$ cat src/rtl/pipe_stage_reg.sv
// Generic pipeline-stage register: payload + masked control over valid/ready,
// optional two-entry skid buffer, synchronous flush, occupancy and stall count.
module pipe_stage_reg #(
    parameter int DATA_W = 69,
    parameter int CTRL_W = 5,
    parameter int SKID   = 1,
    parameter int CNT_W  = 16
) (
    input  logic              clk,
    input  logic              rst,
    input  logic              flush,
    input  logic              in_valid,
    output logic              in_ready,
    input  logic [DATA_W-1:0] in_data,
    input  logic [CTRL_W-1:0] in_ctrl,
    output logic              out_valid,
    input  logic              out_ready,
    output logic [DATA_W-1:0] out_data,
    output logic [CTRL_W-1:0] out_ctrl,
    output logic [1:0]        occupancy,
    output logic [CNT_W-1:0]  stall_cnt
);

    // Encoding doubles as the occupancy count.
    typedef enum logic [1:0] {EMPTY = 2'd0, BUSY = 2'd1, FULL = 2'd2} state_t;

    state_t            state, state_nxt;
    logic [DATA_W-1:0] main_data, skid_data;
    logic [CTRL_W-1:0] main_ctrl, skid_ctrl;
    logic              load_main, load_skid, pop_skid;
    logic              in_ready_q, in_xfer, out_xfer;

    assign out_valid = (state != EMPTY);
    assign in_ready  = (SKID != 0) ? in_ready_q : (~out_valid | out_ready);
    assign in_xfer   = in_valid & in_ready;
    assign out_xfer  = out_valid & out_ready;

    // Without a skid buffer, in_ready already blocks the BUSY in-only case,
    // so FULL is unreachable and the same FSM serves both modes.
    always_comb begin
        state_nxt = state;
        load_main = 1'b0;
        load_skid = 1'b0;
        pop_skid  = 1'b0;
        case (state)
            EMPTY: if (in_xfer) begin
                load_main = 1'b1;
                state_nxt = BUSY;
            end
            BUSY: begin
                if (in_xfer && out_xfer) begin
                    load_main = 1'b1;
                end else if (in_xfer) begin
                    load_skid = 1'b1;
                    state_nxt = FULL;
                end else if (out_xfer) begin
                    state_nxt = EMPTY;
                end
            end
            FULL: if (out_xfer) begin
                pop_skid  = 1'b1;
                state_nxt = BUSY;
            end
            default: state_nxt = EMPTY;
        endcase
        if (flush) begin
            state_nxt = EMPTY;
            load_main = 1'b0;
            load_skid = 1'b0;
            pop_skid  = 1'b0;
        end
    end

    always_ff @(posedge clk or posedge rst) begin
        if (rst) begin
            state      <= EMPTY;
            in_ready_q <= 1'b1;
        end else begin
            state      <= state_nxt;
            in_ready_q <= (state_nxt != FULL);
        end
    end

    always_ff @(posedge clk or posedge rst) begin
        if (rst) begin
            main_data <= '0;
            main_ctrl <= '0;
            skid_data <= '0;
            skid_ctrl <= '0;
        end else begin
            if (load_main) begin
                main_data <= in_data;
                main_ctrl <= in_ctrl;
            end else if (pop_skid) begin
                main_data <= skid_data;
                main_ctrl <= skid_ctrl;
            end
            if (load_skid) begin
                skid_data <= in_data;
                skid_ctrl <= in_ctrl;
            end
        end
    end

    // Bubbles must never present live write enables downstream.
    assign out_data  = main_data;
    assign out_ctrl  = out_valid ? main_ctrl : '0;
    assign occupancy = state;

    always_ff @(posedge clk or posedge rst) begin
        if (rst)
            stall_cnt <= '0;
        else if (out_valid && !out_ready && stall_cnt != {CNT_W{1'b1}})
            stall_cnt <= stall_cnt + 1'b1;
    end

endmodule

$ cat config.mk
export PLATFORM = sky130hd
export DESIGN_NAME = pipe_stage_reg
export DESIGN_NICKNAME = d
export VERILOG_FILES = /design/src/rtl/pipe_stage_reg.sv
export SDC_FILE = /design/constraint.sdc
export NUM_CORES = 1
export LEC_CHECK = 0
export ABC_AREA = 1
export BUFFER_PORTS_ARGS = -buffer_cell sky130_fd_sc_hd__buf_2
export CAP_MARGIN = 10
export CORE_MARGIN = 4
export CORE_UTILIZATION = 40
export CTS_CLUSTER_SIZE = 30
export DETAILED_ROUTE_END_ITERATION = 7
export PLACE_DENSITY = 0.58
export SYNTH_ARGS = -nofsm -noshare
export SYNTH_HDL_FRONTEND = slang
export SYNTH_SLANG_ARGS = --single-unit
$ cat constraint.sdc
create_clock -name clk -period 6.7 [get_ports clk]
set_input_delay 1.34 -clock clk [delete_from_list [all_inputs] [get_ports clk]]
set_output_delay 1.34 -clock clk [all_outputs]
set_load 0.005 [all_outputs]
==> flow_summary.yaml <==
status:
  status: "finished, final reports clean"
cells_and_area:
  fin_nets: 1049
  area_delta_synth_final_pct: 21.0
  antenna_cells: 0
  drive_above_1_share_pct: 23.4
critical_path:
  crit_path_start: "out_ready"
  crit_arrival_ns: 3.98
  timing.critical_path.buf_inv: 4
  end_kind: "flip-flop"
  r2r_end: "out_data[62]"
  max_stage_delay_ns: 0.71
  crit_top_cell: "buf_4"
  critPathRequiredTime_ns: 6.99
  crit_fanout: 87
  worstSetupPathType: "in -> reg"
  critical_path.cell_chain: "buf_2, buf_4, inv_2, o21ai_1, nand2_4, buf_4, nand3_1, o211ai_1"
  slowest_stage: "buf_4"
  r2r-start: "occupancy[0]"
  ff2ff_path_depth: 6
  startpoint_type: "primary input"
  critical_path.top_delay_family: "buffers and inverters"
  rrSetupSlack_ns: 3.95
pwr:
  power.share.combinational_pct: 17.9
  p_seq_share_pct: 46.4
  pwr_density_cell_mw_per_mm2: 338
  swShare_pct: 28.5
  p_switching_mw: 0.880
  p_int_mw: 2.21
  clkPwrFrac_pct: 35.7
  ir_drop_mv: 0.177
  p_leak_nw: 4.54
yosys:
  synth_top_area_share_pct: 55.0
  avgSynthCellArea_um2: 9.03
  yosysWarnings: 0
  synth-edff-count: 0
  syn-cell-area_mm2: 0.00755
  yosysSeqAreaShare_pct: 55.4
  synth_top_family_by_area: "simple AND/OR/NAND/NOR gates"
  synth_top_area_cell: "dfrtp_1"
  synth_fa_ha_area_share_pct: 0.166
  synth_xor_area_share_pct: 0.812
  synth_ff_type: "dfrtp_1"
  synthArstFlopShare_pct: 100
  muxShareOfSynthArea_pct: 0
  synth.area.top_cells: "dfrtp_1, nand2_1, o211ai_1"
  synth_compound_area_share_pct: 13.3
  synthCells: 836
  synth_most_common_cell: "dfrtp_1"
  ys_types: 28
  synthTopCellsByCount: "dfrtp_1, nand2_1, inv_1, nand3_1, nand4_1"
  syn_nets: 916
  ys_seq_elements: 167
  synth-simple-area-share_pct: 21.3
sta:
  min_period_ns: 3.69
  whs_ns: 0.488
  setup_viol: 0
  tightest_slew_ns: 1.01
  maxSlewHeadroom_pct: 32.8
  skew_ns: 0.00921
  maxSlewViolCount: 0
  rsz0062_at_grt: "false"
  fmax_ghz: 0.271
  min_period_over_period_pct: 55.1
  finalHoldViolations: 0
  final.setup.tns_ns: 0
route:
  wl_per_cell_um: 16.0
  drt_iter0_markers: 441
  drc: 0
  drt_wl_total_mm: 19.4
  detail-route-antenna-nets: 0
  vias: 6366
  vias_per_cell: 5.26
  dr.pass1.iters: 5
die:
  die_area_mm2: 0.0211
  row_count: 49
  initial_core_util_pct: 41.3
  die_h_um: 145
  die_w_um: 145
  core_mm2: 0.0183
  io_pins: 173
clock_tree:
  clk_pin_slew_ns: 0.07
  clockBufferDepth: 2
  clock-sinks: 167
  hold_buffers: 0
  cts_root_buf: "clkbuf_16"
  cts_tree: "yes"
  clk_latency_ns: 0.43
  cts_buffers: 17
  h-tree-depth: 4
  post-cts-setup-buffer-count: 0
  cts_resized: 0
grt:
  grt_busiest_layer: "met2"
  grt_pass1_vias: 6083
  grt_pass1_wl_mm: 32.5
  use_met2_pct: 29.2
  grtUsageMet1_pct: 26.4
  overflow: 0
  track_usage_pct: 18.7
  antenna_found_initial: 0
  grt_start_max_net_pins: 89
  grt_use_met3_pct: 4.36
worst_hold_path:
  hp-class: "reg -> reg"
  min_path_cells: 2
  holdCritStartpoint: "skid_ctrl[1]"
  hold-path-endpoint: "skid_ctrl[1]"
job:
  drv_cap: 0
place:
  dp_hpwl_mm: 11.6
  numPortBuffers: 172
  gp_congestion: 0.756
[tightest hold or removal path, delay by kind of cell (launching register included)]
| kind | cells | cell delay (ns) |
|---|---|---|
| flip-flops | 1 | 0.34 |
| AO/OA/AOI/OAI | 1 | 0.06 |
| AND/OR/NAND/NOR | 1 | 0.05 |
[kinds of logic (layout without fill, tap and decap cells)]
group,after synthesis,in the layout
flops,167,167
xor+xnor,7,7
fa+ha+maj,1,1
buf+inv,163,309
simple gates,341,341
compound gates,157,157
[layout by cell type, fill, tap and decap left out, drive strengths merged]
master,instances
dfstp,1
clkinvlp,4
nand3,84
nand2,151
nor2,23
o211ai,75
xnor2,6
and2,1
o21ai,79
xor2,1
ha,1
and3,1
nand3b,1
nand4,80
o21a,1
clkbuf,19
dfrtp,166
buf,180
bufinv,5
inv,101
a21oi,2
[power groups by stage]
stage	clock network [mW]	registers (mW)	logic [mW]
after CTS	1.12	1.43	0.565
final	1.10	1.43	0.553
after global routing	1.17	1.47	0.638
after floorplan	0	1.43	0.341
after global placement	0	1.44	0.551
after detailed placement	0	1.45	0.564
[flip-flops by register name (all words and copies together) (netlist names)]
name       flops
in_ready       1
main_ctrl      5
occupancy      2
out_data      69
skid_ctrl      5
skid_data     69
stall_cnt     16
[worst max path at each step]
stage                               to  slack [ns]  cells after the start
after floorplan           main_ctrl[0]        0.84                      1
after global placement    out_data[64]        2.67                      8
after detailed placement  out_data[62]        2.62                      8
after CTS                 out_data[62]        3.08                      8
after global routing      out_data[62]        2.85                      8
final                     out_data[62]        3.01                      8
[layer usage]
| metal | part of all wire (%) | up-vias |
|---|---|---|
| met1 | 47 | 3002 |
| met2 | 46 | 196 |
| met3 | 6.4 | 20 |
| met4 | 1.2 | 0 |
| li1 | - | 3148 |
| met5 | 0 | - |
[final cells by class]
class                      instances  area [um2]
timing repair buffer             180         921
inverter                          97         369
multi-input combinational        506        2720
sequential                       167        4180
clock inverter                    13         218
tap                              229         287
clock buffer                      19         443
fill                            1807        9130
[stage by stage]
| step | setup WS [ns] | power [mW] | cell area [um2] | std cells | utilization [%] |
|---|---|---|---|---|---|
| finish | 3.01 | 3.09 | 9140 | 1211 | 50.0 |
| global placement | 2.67 | 2.00 | 8480 | 1179 | 46.4 |
| global route | 2.85 | 3.28 | 9140 | 1211 | 50.0 |
| detailed placement | 2.62 | 2.01 | 8480 | 1179 | 46.4 |
| floorplan | 0.843 | 1.77 | 7550 | 836 | - |
| CTS | 3.08 | 3.12 | 9140 | 1211 | 50.0 |
(Power assumes the default switching activity.)
